[src/rtl/pwm_pkg.sv]
// Shared types, defaults and step arithmetic for the pwm ramp sequencer.
// step_toward moves cur toward tgt by at most step (0 means jump all the way).
package pwm_pkg;

    localparam int W            = 16;
    localparam int RESET_PERIOD = 1000;

    typedef enum logic [1:0] {
        IDLE,
        WAIT_EDGE,
        UPDATE,
        DONE
    } state_e;

    function automatic logic [W-1:0] step_toward(input logic [W-1:0] cur,
                                                 input logic [W-1:0] tgt,
                                                 input logic [W-1:0] step);
        logic          up;
        logic [W:0]    diff;
        logic [W:0]    delta;
        logic [W:0]    nxt;
        up    = (tgt >= cur);
        diff  = up ? ({1'b0, tgt} - {1'b0, cur}) : ({1'b0, cur} - {1'b0, tgt});
        delta = ((step == '0) || ({1'b0, step} >= diff)) ? diff : {1'b0, step};
        nxt   = up ? ({1'b0, cur} + delta) : ({1'b0, cur} - delta);
        return nxt[W-1:0];
    endfunction

endpackage

[src/rtl/pwm_edge_wait.sv]
// Detects a rising edge on the pwm feedback and, while armed, fires on that
// edge or after EDGE_TIMEOUT cycles so a stalled channel cannot hang a ramp.
module pwm_edge_wait #(
    parameter int EDGE_TIMEOUT = 65535
) (
    input  logic clk,
    input  logic rst_n,
    input  logic pwm_in,
    input  logic arm,
    output logic fire
);

    localparam int CW = (EDGE_TIMEOUT > 1) ? $clog2(EDGE_TIMEOUT) : 1;

    logic          pwm_q;
    logic          pwm_d;
    logic          rise;
    logic [CW-1:0] cnt_q;
    logic [CW-1:0] cnt_d;

    // Counter only runs while armed; any exit (fire or disarm) clears it.
    always_comb begin
        pwm_d = pwm_in;
        rise  = pwm_in & ~pwm_q;
        fire  = arm & (rise | (cnt_q == CW'(EDGE_TIMEOUT - 1)));
        cnt_d = (arm && !fire) ? (cnt_q + CW'(1)) : '0;
    end

    always_ff @(posedge clk or negedge rst_n) begin
        if (!rst_n) begin
            pwm_q <= 1'b0;
            cnt_q <= '0;
        end else begin
            pwm_q <= pwm_d;
            cnt_q <= cnt_d;
        end
    end

endmodule

[src/rtl/pwm_ramp_ctrl.sv]
// Ramps one pwm channel's high time toward a target, rewriting HighTime and
// LowTime once per pwm period by at most the commanded step.
module pwm_ramp_ctrl #(
    parameter int W            = pwm_pkg::W,
    parameter int RESET_PERIOD = pwm_pkg::RESET_PERIOD,
    parameter int EDGE_TIMEOUT = 65535
) (
    input  logic         clk,
    input  logic         rst_n,
    input  logic         cfg_valid,
    output logic         cfg_ready,
    input  logic [W-1:0] cfg_period,
    input  logic [W-1:0] cfg_target,
    input  logic [W-1:0] cfg_step,
    input  logic         abort,
    input  logic         pwm_in,
    output logic [W-1:0] high_time,
    output logic [W-1:0] low_time,
    output logic         high_write,
    output logic         low_write,
    output logic         busy,
    output logic         done
);

    import pwm_pkg::*;

    state_e        state_q;
    state_e        state_d;
    logic [W-1:0]  high_time_q;
    logic [W-1:0]  high_time_d;
    logic [W-1:0]  low_time_q;
    logic [W-1:0]  low_time_d;
    logic [W-1:0]  period_q;
    logic [W-1:0]  period_d;
    logic [W-1:0]  tgt_q;
    logic [W-1:0]  tgt_d;
    logic [W-1:0]  step_q;
    logic [W-1:0]  step_d;
    logic [W-1:0]  nxt;
    logic [W-1:0]  clamped;
    logic [W:0]    cur_sum;
    logic          arm;
    logic          fire;

    // abort disarms the waiter so it wins over a simultaneous rise or timeout.
    assign arm = (state_q == WAIT_EDGE) && !abort;

    pwm_edge_wait #(
        .EDGE_TIMEOUT(EDGE_TIMEOUT)
    ) u_edge_wait (
        .clk   (clk),
        .rst_n (rst_n),
        .pwm_in(pwm_in),
        .arm   (arm),
        .fire  (fire)
    );

    // New times are registered on the firing cycle so they appear together
    // with the strobes in UPDATE.
    always_comb begin
        state_d     = state_q;
        high_time_d = high_time_q;
        low_time_d  = low_time_q;
        period_d    = period_q;
        tgt_d       = tgt_q;
        step_d      = step_q;
        nxt         = step_toward(high_time_q, tgt_q, step_q);
        clamped     = (cfg_target > cfg_period) ? cfg_period : cfg_target;
        cur_sum     = {1'b0, high_time_q} + {1'b0, low_time_q};
        case (state_q)
            IDLE: begin
                if (cfg_valid) begin
                    period_d = cfg_period;
                    tgt_d    = clamped;
                    step_d   = cfg_step;
                    if ((clamped == high_time_q) && ({1'b0, cfg_period} == cur_sum))
                        state_d = DONE;
                    else
                        state_d = WAIT_EDGE;
                end
            end
            WAIT_EDGE: begin
                if (abort) begin
                    state_d = IDLE;
                end else if (fire) begin
                    high_time_d = nxt;
                    low_time_d  = period_q - nxt;
                    state_d     = UPDATE;
                end
            end
            UPDATE: begin
                if (abort)
                    state_d = IDLE;
                else if (high_time_q == tgt_q)
                    state_d = DONE;
                else
                    state_d = WAIT_EDGE;
            end
            DONE: begin
                state_d = IDLE;
            end
        endcase
    end

    always_ff @(posedge clk or negedge rst_n) begin
        if (!rst_n) begin
            state_q     <= IDLE;
            high_time_q <= '0;
            low_time_q  <= W'(RESET_PERIOD);
            period_q    <= '0;
            tgt_q       <= '0;
            step_q      <= '0;
        end else begin
            state_q     <= state_d;
            high_time_q <= high_time_d;
            low_time_q  <= low_time_d;
            period_q    <= period_d;
            tgt_q       <= tgt_d;
            step_q      <= step_d;
        end
    end

    assign high_time  = high_time_q;
    assign low_time   = low_time_q;
    assign high_write = (state_q == UPDATE);
    assign low_write  = (state_q == UPDATE);
    assign busy       = (state_q != IDLE);
    assign cfg_ready  = (state_q == IDLE);
    assign done       = (state_q == DONE);

endmodule
[config.mk]
export PLATFORM = sky130hd
export DESIGN_NAME = pwm_ramp_ctrl
export DESIGN_NICKNAME = d
export VERILOG_FILES = /design/src/rtl/pwm_pkg.sv /design/src/rtl/pwm_edge_wait.sv /design/src/rtl/pwm_ramp_ctrl.sv
export SDC_FILE = /design/constraint.sdc
export NUM_CORES = 1
export LEC_CHECK = 0
export CORE_ASPECT_RATIO = 0.9
export CORE_UTILIZATION = 37
export DETAILED_ROUTE_END_ITERATION = 6
export PLACE_DENSITY = 0.66
export SLEW_MARGIN = 40
export SYNTH_ARGS = -nofsm -noshare
export SYNTH_HDL_FRONTEND = slang
export SYNTH_SLANG_ARGS = --single-unit
[constraint.sdc]
create_clock -name clk -period 18.8 [get_ports clk]
set_input_delay 5.64 -clock clk [delete_from_list [all_inputs] [get_ports clk]]
set_output_delay 5.64 -clock clk [all_outputs]
set_load 0.1 [all_outputs]
==> PnR_summary.wiki, run 1 <==
{| class="wikitable"
! Metric !! Value
|-
| Run status || complete, no violations
|-
| Portion of the post-synthesis area used by sequential elements || 0.2608
|-
| Top-level port count || 90
|-
| Leading area contributor after synthesis || sky130_fd_sc_hd__dfrtp_1
|-
| Number of hold buffers added after cts || 0
|-
| Final sum of negative setup slack || 0 ns
|-
| Max Freq || 0.08864 GHz
|-
| Beginning of the worst register-to-register path || high_time[15]
|-
| Antenna Nets Post-Route || 0
|-
| Port Buffers || 89
|-
| Type of the worst setup path || reg -> reg
|-
| # nets final || approximately 1,400
|-
| Height of the chip || between 150 and 200 µm
|-
| Fillcell total || ~2,500
|-
| Hpwl dp || approximately 21,000 µm
|-
| Relative area change from synthesis to final layout || 13.62%
|-
| Largest net degree at the start of global routing || 59
|-
| Clk pin slew, worst setup/hold paths || approximately 0.08 ns
|-
| Number of buffers created by CTS || 9
|-
| Area of the core region || 25,190 µm²
|-
| Routed vias/inst || 5.410
|-
| Global-route congestion overflow total || 0
|-
| Remaining max-slew budget at the tightest pin || 0.5036
|-
| Overall die area || approximately 26,000 µm²
|-
| Dominant cell type by count on the critical path || sky130_fd_sc_hd__ha_1
|-
| Number of setup violations in the final report || 0
|-
| Max-cap violation count || 0
|-
| Fraction of registers with async set/reset || 1.000
|-
| Worst reg2reg endpoint || low_time[15]
|-
| Number of enable flip-flop cells after synthesis || 0
|-
| Count of standard-cell rows || between 50 and 60
|-
| CP peak stage delay || between 0.5 and 0.6 ns
|-
| Fin crit period || ~11 ns
|-
| DIE WIDTH || ~170 µm
|-
| Detailed Routing Iterations Pass 1 || 5
|-
| Critical path launch point type || flop
|-
| Critical Path Sink Type || flop
|-
| Fraction of layout cells with a size suffix above 1 || 0.1015
|-
| Launching instance or port of the critical path || high_time[15]
|-
| Number of diodes || 0
|-
| Effective utilization at floorplan || 0.3782
|-
| Layout Skew || roughly 0.012 ns
|-
| Commonest non-fill, non-tap cell in the layout || sky130_fd_sc_hd__ha_1
|-
| Most used cells in the layout excluding fill and tap cells || sky130_fd_sc_hd__ha_1, sky130_fd_sc_hd__nor2_1, sky130_fd_sc_hd__dfrtp_1
|-
| Portion of synthesized cell area occupied by the leading cell type || 0.2443
|-
| Main area contributors after synthesis || sky130_fd_sc_hd__dfrtp_1, sky130_fd_sc_hd__ha_1, sky130_fd_sc_hd__xnor2_1
|-
| Maximum buffer depth of the clock tree || 2
|-
| Initial detailed-routing violation count || around 660
|-
| Worst slew pin tran || around 0.74 ns
|-
| Final worst path period share || 0.6001
|-
| Wire length per cell || around 17 µm
|-
| Post-cts gate resize count || 0
|-
| Wire length of the first global-routing pass || between 40,000 and 50,000 µm
|-
| Top_reg_cell synth || sky130_fd_sc_hd__dfrtp_1
|-
| Vias in the first global route || 7,836
|-
| CTS Sinks || slightly below 100
|-
| Final Hold Viols || 0
|-
| Final cell area excluding filler cells || 10,820 µm²
|-
| Post-synthesis instance area || ~9500 µm²
|-
| FF-to-FF path depth || 46
|-
| Number of pins with negative max-slew slack in the final report || 0
|-
| H-tree levels || 3
|-
| Flops & latches, synth || slightly below 100
|-
| Hold Path Class || reg -> reg
|-
| Setup repair after global routing missed its margin || no
|-
| Post-synthesis cell count || ~1,100
|-
| Crit-path slowest cell || sky130_fd_sc_hd__dfrtp_1
|-
| Flop2flop setup slack || 7.52 ns
|-
| Post-Syn Area per Cell || around 8.5 µm²
|-
| Clock latency of the later-clocked register in the worst-skew pair || between 0.3 and 0.4 ns
|-
| Cell at the root of the clock tree || sky130_fd_sc_hd__clkbuf_16
|-
| Arrival time reported for the critical path endpoint || 11.57 ns
|-
| Endpoint required time on the critical path || 19.09 ns
|-
| Synthesized Nets || 1,292
|-
| GR Util All Layers || 0.2085
|-
| Number of design rule violations left after detail routing || 0
|-
| Total routed wirelength || 26,710 µm
|-
| Capture point of the critical path || low_time[15]
|-
| Count of unique library cells instantiated by Yosys || between 70 and 80
|-
| Maximum net fanout on the critical path || 46
|-
| RePlAce Congestion || ~0.92
|-
| TritonCTS clock tree || done
|-
| Vias || 8,299
|-
| Number of warnings issued by yosys || 0
|-
| Number of antenna violations at the first check in global routing || 0
|-
| Post CTS Setup Buffer Count || 0
|-
| Area post-placement || around 11,000 µm²
|}
-- how the worst min path moves through the flow --
stage,from,to,slack (ns),cells past startpoint
after floorplan,u_edge_wait.cnt_q[0],u_edge_wait.cnt_q[0],0.47,1
after global placement,low_time[3],low_time[3],0.49,2
after detailed placement,low_time[3],low_time[3],0.49,2
after CTS,low_time[7],low_time[7],0.50,2
after global routing,low_time[7],low_time[7],0.52,2
final,low_time[8],low_time[8],0.50,2
-- registers in the layout, summed over array words and instances (netlist names) --
signal	flops
high_time	16
low_time	16
period_q	16
state_q	2
step_q	16
tgt_q	16
u_edge_wait.cnt_q	16
u_edge_wait.pwm_q	1
-- cell usage after synthesis (29+ instances only) --
| library cell | instances |
|---|---|
| sky130_fd_sc_hd__nand2_1 | 89 |
| sky130_fd_sc_hd__a21o_1 | 30 |
| sky130_fd_sc_hd__o21ai_0 | 64 |
| sky130_fd_sc_hd__ha_1 | 110 |
| sky130_fd_sc_hd__inv_1 | 91 |
| sky130_fd_sc_hd__nor2_1 | 97 |
| sky130_fd_sc_hd__clkbuf_1 | 29 |
| sky130_fd_sc_hd__mux2_2 | 35 |
| sky130_fd_sc_hd__a21oi_1 | 87 |
| sky130_fd_sc_hd__xor2_1 | 32 |
| sky130_fd_sc_hd__dfrtp_1 | 93 |
| sky130_fd_sc_hd__xnor2_1 | 78 |
-- stage by stage --
| step | cells | setup slack [ns] | hold WS, ns | utilization |
|---|---|---|---|---|
| floorplan | 1124 | 8.720 | 0.4681 | - |
| global placement | 1518 | 7.756 | 0.4872 | 0.4241 |
| detailed placement | 1518 | 7.528 | 0.4910 | 0.4171 |
| CTS | 1534 | 7.469 | 0.5025 | 0.4292 |
| global route | 1534 | 6.622 | 0.5236 | 0.4298 |
| finish | 1534 | 7.519 | 0.4969 | 0.4298 |
-- cells by family (layout without fill, tap and decap cells) --
logic type      count (synthesis)  count (layout)  synth area share
buf+inv                       133             201           0.05674
simple gates                  323             323            0.1613
xor+xnor                      112             112            0.1052
compound gates                274             274            0.1844
fa+ha+maj                     120             120            0.1602
flops                          99              99            0.2608
mux                            63              63           0.07132
-- layout make-up --
cell class | count | area, µm² | area share
Tap cell | 342 | 427.9 | 0.03953
Clock buffer | 9 | 225.2 | 0.02081
Inverter | 91 | 341.6 | 0.03156
Multi-Input combinational cell | 892 | 6520 | 0.6024
Clock inverter | 7 | 80.08 | 0.007398
Timing Repair Buffer | 94 | 744.5 | 0.06878
Sequential cell | 99 | 2485 | 0.2296
-- metal layers --
metal / wire length, µm / up-vias / track usage
li1: - / 4061 / -
met1: 13130 / 3986 / 0.3045
met2: 11740 / 233 / 0.3208
met3: 1411 / 19 / 0.03045
met4: 433 / 0 / 0.05017
met5: 0 / - / 0
-- worst max-delay path, delay by kind of cell (launching register included) --
kind | cells | cell delay, ns
compound gates | 18 | 4.28
simple gates | 12 | 2.51
fa+ha+maj | 7 | 2.16
flops | 1 | 0.58
xor+xnor | 4 | 0.78
buf+inv | 5 | 0.89
Power of run 1 is left out: the tool's default activity adds up to more than one toggle a clock period on the data nets, which glitch-free logic cannot reach.
==> run 2: changes to the inputs <==
==> constraint.sdc (replaced) <==
create_clock -name clk -period 11.2 [get_ports clk]
set_input_delay 3.36 -clock clk [delete_from_list [all_inputs] [get_ports clk]]
set_output_delay 3.36 -clock clk [all_outputs]
set_load 0.1 [all_outputs]
==> run 2 against run 1 <==
Register-to-register slack got worse by 6.7 ns. Non-clock buffer count up 2. Fmax rose by 8.6%. Sequential share of layout area about the same. Clock skew decreased by 0.00061 ns. Final cell count increased by 0.13%. Core utilization hardly changed. Critical path type unchanged. Largest cell class unchanged.
==> PnR_summary.wiki, run 2 (synthesis gave the netlist of run 1 again) <==
{| class="wikitable"
! Metric !! Value
|-
| Run status || complete, no violations
|-
| Cell count after placement || 1,520 (+0.13%)
|-
| Number of pins with negative max-slew slack in the final report || 0 (unchanged)
|-
| Final worst path period share || 0.9273 (+0.3272)
|-
| Max-cap violation count || 0 (unchanged)
|-
| Fin crit period || 10.39 ns (-0.8954 ns)
|-
| Utilization of the core after routing || 0.4295 (about the same)
|-
| Top-level port count || 90 (unchanged)
|-
| Vias || 8,249 (-0.60%)
|-
| Count of standard-cell rows || 55 (unchanged)
|-
| Cell at the root of the clock tree || sky130_fd_sc_hd__clkbuf_16
|-
| Final Hold Viols || 0 (unchanged)
|-
| Worst slew pin tran || 0.6930 ns (-0.04379 ns)
|-
| Crit-path slowest cell || sky130_fd_sc_hd__dfrtp_1
|-
| TritonCTS clock tree || done
|-
| Critical path launch point type || flop
|-
| Largest net degree at the start of global routing || 70 (+19%)
|-
| Post CTS Setup Buffer Count || 0 (unchanged)
|-
| Number of diodes || 0 (unchanged)
|-
| Fraction of layout cells with a size suffix above 1 || 0.1030 (+0.001505)
|-
| GR Util All Layers || 0.2063 (-0.002243)
|-
| Area of the core region || 25,190 µm² (unchanged)
|-
| Number of hold buffers added after cts || 0 (unchanged)
|-
| Hold Path Class || reg -> reg
|-
| Relative area change from synthesis to final layout || 13.54% (about the same)
|-
| Maximum net fanout on the critical path || 11 (-76%)
|-
| Endpoint required time on the critical path || 11.49 ns (-7.60 ns)
|-
| RePlAce Congestion || 0.9343 (+2.1%)
|-
| DIE WIDTH || 171.1 µm (unchanged)
|-
| Non-Filler Instances || 1,536 (+0.13%)
|-
| Number of setup violations in the final report || 0 (unchanged)
|-
| Routed vias/inst || 5.370 (-0.73%)
|-
| Overall die area || 26,390 µm² (unchanged)
|-
| Detailed Routing Iterations Pass 1 || 5 (unchanged)
|-
| Remaining max-slew budget at the tightest pin || 0.5331 (+0.02950)
|-
| CP peak stage delay || 0.58 ns (about the same)
|-
| Maximum buffer depth of the clock tree || 2 (unchanged)
|-
| Clock latency of the later-clocked register in the worst-skew pair || 0.37 ns (about the same)
|-
| Final sum of negative setup slack || 0 ns (unchanged)
|-
| Commonest non-fill, non-tap cell in the layout || sky130_fd_sc_hd__ha_1
|-
| Layout Skew || 0.01116 ns (-0.0006121 ns)
|-
| Global-route congestion overflow total || 0 (unchanged)
|-
| Type of the worst setup path || reg -> reg
|-
| Post-cts gate resize count || 0 (unchanged)
|-
| Number of buffers created by CTS || 9 (unchanged)
|-
| CTS Sinks || 99 (unchanged)
|-
| Setup repair after global routing missed its margin || no
|-
| Most used cells in the layout excluding fill and tap cells || sky130_fd_sc_hd__ha_1, sky130_fd_sc_hd__nor2_1, sky130_fd_sc_hd__dfrtp_1
|-
| Hpwl dp || 21,320 µm (+0.93%)
|-
| Port Buffers || 89 (unchanged)
|-
| CP Buf/Inv Count || 4 (-1)
|-
| Clk pin slew, worst setup/hold paths || 0.08 ns (about the same)
|-
| Wire length of the first global-routing pass || 42,300 µm (-1.7%)
|-
| Arrival time reported for the critical path endpoint || 10.67 ns (-0.90 ns)
|-
| Critical Path Sink Type || flop
|-
| H-tree levels || 3 (unchanged)
|-
| Initial detailed-routing violation count || 632 (-3.8%)
|-
| Height of the chip || 154.2 µm (unchanged)
|-
| Worst path top cell family by delay || compound AO/OA/AOI/OAI gates
|-
| Effective utilization at floorplan || 0.3782 (unchanged)
|-
| # nets final || 1,357 (+0.15%)
|-
| Max Freq || 0.09628 GHz (+8.6%)
|-
| Dominant cell type by count on the critical path || sky130_fd_sc_hd__ha_1
|-
| Total routed wirelength || 26,870 µm (+0.57%)
|-
| Number of antenna violations at the first check in global routing || 0 (unchanged)
|-
| Antenna Nets Post-Route || 0 (unchanged)
|-
| Vias in the first global route || 7,862 (+0.33%)
|-
| Number of design rule violations left after detail routing || 0 (unchanged)
|-
| Wire length per cell || 17.49 µm (+0.44%)
|}
[run 2: final cells by class]
type / instances / area [µm²]
clock inverters: 7 / 70.07
inverters: 91 / 341.6
well taps: 342 / 427.9
clock buffers: 9 / 225.2
fillers: 2565 / 14370
repair buffers: 96 / 759.5
flip-flops and latches: 99 / 2485
multi-input cells: 892 / 6507
[run 2: layer usage]
layer	vias up	global-route usage	wire, µm
li1	4067	-	-
met1	3924	0.2996	13200
met2	235	0.3213	11750
met3	23	0.02968	1569
met4	0	0.04549	348
met5	-	0	0
[run 2: worst paths after layout]
check	from	to	slack (ns)	cells past startpoint
hold reg to reg	low_time[5]	low_time[5]	0.50	2
max in group asynchronous	rst_n	tgt_q[4]	7.27	2
setup / recovery	high_time[15]	low_time[15]	0.81	45
setup reg to reg	high_time[15]	low_time[15]	0.81	45
min in group asynchronous	rst_n	u_edge_wait.cnt_q[7]	2.91	1
hold / removal	low_time[5]	low_time[5]	0.50	2
[run 2: tightest hold or removal path: cells and delay by family, from the launching register on]
kind | cells | cell delay, ns
compound gates | 1 | 0.07
flops | 1 | 0.39
simple gates | 1 | 0.04
[run 2: through the flow]
| stage | setup slack (ns) | instance area [µm²] | hold WS, ns |
|---|---|---|---|
| floorplan | 1.120 | 9527 | 0.4681 |
| global placement | 1.345 | 10700 | 0.4900 |
| detailed placement | 1.001 | 10520 | 0.4954 |
| CTS | 0.9125 | 10810 | 0.5084 |
| global route | 0.06217 | 10820 | 0.5371 |
| finish | 0.8140 | 10820 | 0.4993 |
Power of run 2 is left out for the same reason.
==> run 3: changes to the inputs <==
--- a/config.mk
+++ b/config.mk
@@ -5,6 +5,7 @@
 export SDC_FILE = /design/constraint.sdc
 export NUM_CORES = 1
 export LEC_CHECK = 0
+export CAP_MARGIN = 20
 export CORE_ASPECT_RATIO = 0.9
 export CORE_UTILIZATION = 37
 export DETAILED_ROUTE_END_ITERATION = 6
==> constraint.sdc (replaced) <==
create_clock -name clk -period 12.1 [get_ports clk]
set_input_delay 3.63 -clock clk [delete_from_list [all_inputs] [get_ports clk]]
set_output_delay 3.63 -clock clk [all_outputs]
set_load 0.1 [all_outputs]
==> run 3 against run 2 <==
Register-to-register slack gained 0.46 ns. Global-route usage grew 0.24 points. Clock skew shrank 0.00090 ns.
==> PnR_summary.wiki, run 3 (synthesis gave the netlist of run 1 again) <==
{| class="wikitable"
! Metric !! Value
|-
| Run status || complete, no violations
|-
| Flop2flop setup slack || 1.27 ns (+0.46 ns)
|-
| RePlAce Congestion || 0.9619 (+3.0%)
|-
| Count of standard-cell rows || 55 (unchanged)
|-
| Final sum of negative setup slack || 0 ns (unchanged)
|-
| FF-to-FF path depth || 46 (+2.2%)
|-
| Crit-path slowest cell || sky130_fd_sc_hd__dfrtp_1
|-
| Cell at the root of the clock tree || sky130_fd_sc_hd__clkbuf_16
|-
| Critical path launch point type || flop
|-
| Arrival time reported for the critical path endpoint || 11.13 ns (+0.46 ns)
|-
| Setup slack after placement || 1.578 ns (+0.5778 ns)
|-
| Final worst path period share || 0.8950 (-0.03230)
|-
| Largest net degree at the start of global routing || 66 (-5.7%)
|-
| Post-route setup slack || 1.270 ns (+0.4563 ns)
|-
| Detailed Routing Iterations Pass 1 || 5 (unchanged)
|-
| Vias || 8,204 (-0.55%)
|-
| Number of antenna violations at the first check in global routing || 0 (unchanged)
|-
| Worst reg2reg endpoint || low_time[15]
|-
| Final Hold Viols || 0 (unchanged)
|-
| Capture point of the critical path || low_time[15]
|-
| H-tree levels || 3 (unchanged)
|-
| CP peak stage delay || 0.59 ns (about the same)
|-
| DIE WIDTH || 171.1 µm (unchanged)
|-
| Endpoint required time on the critical path || 12.40 ns (+0.91 ns)
|-
| Initial detailed-routing violation count || 627 (-0.79%)
|-
| Commonest non-fill, non-tap cell in the layout || sky130_fd_sc_hd__ha_1
|-
| Port Buffers || 89 (unchanged)
|-
| Number of design rule violations left after detail routing || 0 (unchanged)
|-
| CTS Sinks || 99 (unchanged)
|-
| Beginning of the worst register-to-register path || high_time[15]
|-
| Launching instance or port of the critical path || high_time[15]
|-
| Total routed wirelength || 27,080 µm (+0.79%)
|-
| Maximum net fanout on the critical path || 25 (+14)
|-
| Global-route congestion overflow total || 0 (unchanged)
|-
| Hpwl dp || 21,180 µm (-0.63%)
|-
| Post-cts gate resize count || 0 (unchanged)
|-
| Critical Path Sink Type || flop
|-
| Top-level port count || 90 (unchanged)
|-
| Most used cells in the layout excluding fill and tap cells || sky130_fd_sc_hd__ha_1, sky130_fd_sc_hd__nor2_1, sky130_fd_sc_hd__dfrtp_1
|-
| Max Freq || 0.09234 GHz (-4.1%)
|-
| Setup repair after global routing missed its margin || no
|-
| Wire length per cell || 17.64 µm (+0.85%)
|-
| Number of pins with negative max-slew slack in the final report || 0 (unchanged)
|-
| Maximum buffer depth of the clock tree || 2 (unchanged)
|-
| Clock latency of the later-clocked register in the worst-skew pair || 0.37 ns (about the same)
|-
| Worst slew pin tran || 0.7967 ns (+0.1037 ns)
|-
| Overall die area || 26,390 µm² (unchanged)
|-
| Hold Path Class || reg -> reg
|-
| Number of hold buffers added after cts || 0 (unchanged)
|-
| Antenna Nets Post-Route || 0 (unchanged)
|-
| Number of buffers created by CTS || 9 (unchanged)
|-
| GR Util All Layers || 0.2087 (+0.002408)
|-
| Area of the core region || 25,190 µm² (unchanged)
|-
| Layout Skew || 0.01026 ns (-0.0009049 ns)
|-
| Relative area change from synthesis to final layout || 13.44% (about the same)
|-
| Number of setup violations in the final report || 0 (unchanged)
|-
| # nets final || 1,356 (-0.074%)
|-
| TritonCTS clock tree || done
|-
| Type of the worst setup path || reg -> reg
|-
| Wire length of the first global-routing pass || 42,780 µm (+1.1%)
|-
| Effective utilization at floorplan || 0.3782 (unchanged)
|-
| Fraction of layout cells with a size suffix above 1 || 0.1014 (-0.001590)
|-
| Clk pin slew, worst setup/hold paths || 0.08 ns (about the same)
|-
| Vias in the first global route || 7,737 (-1.6%)
|-
| Max-cap violation count || 0 (unchanged)
|-
| Dominant cell type by count on the critical path || sky130_fd_sc_hd__ha_1
|-
| Routed vias/inst || 5.345 (-0.48%)
|-
| Height of the chip || 154.2 µm (unchanged)
|-
| Number of diodes || 0 (unchanged)
|-
| Post CTS Setup Buffer Count || 0 (unchanged)
|-
| Remaining max-slew budget at the tightest pin || 0.4643 (-0.06878)
|-
| Utilization of the core after routing || 0.4291 (about the same)
|-
| Fin crit period || 10.83 ns (+0.4437 ns)
|}
==> run 3: worst min path at each step <==
stage	depth (start not counted)	startpoint	to
detailed placement	2	low_time[8]	low_time[8]
floorplan	1	u_edge_wait.cnt_q[0]	u_edge_wait.cnt_q[0]
finish	2	low_time[3]	low_time[3]
CTS	2	low_time[8]	low_time[8]
global route	2	low_time[6]	low_time[6]
global placement	2	low_time[5]	low_time[5]
==> run 3: routing by layer <==
layer | global-route usage | vias up | part of all wire
li1 | - | 4053 | -
met1 | 0.2958 | 3872 | 0.48
met2 | 0.3163 | 254 | 0.44
met3 | 0.05067 | 25 | 0.070
met4 | 0.05060 | 0 | 0.015
met5 | 0 | - | 0
==> run 3: cell type report <==
cell class | count | area [µm²]
fill | 2548 | 14380
tap | 342 | 427.9
sequential | 99 | 2485
timing repair buffer | 95 | 752.0
clock inverter | 7 | 65.06
multi-input combinational | 892 | 6510
clock buffer | 9 | 225.2
inverter | 91 | 341.6
==> run 3: per-stage QoR <==
stage | instance area [µm²] | instances | hold slack [ns]
floorplan | 9527 | 1124 | 0.4681
global placement | 10690 | 1519 | 0.4898
detailed placement | 10510 | 1519 | 0.4941
CTS | 10800 | 1535 | 0.5055
global route | 10810 | 1535 | 0.5234
finish | 10810 | 1535 | 0.4987
==> run 3: worst max-delay path: cells and delay by family (launching register included) <==
kind,cells,cell delay (ns)
flops,1,0.59
xor+xnor,4,0.81
buf+inv,5,0.85
simple gates,12,2.24
fa+ha+maj,7,2.14
compound gates,18,4.08
Power of run 3 is left out for the same reason.
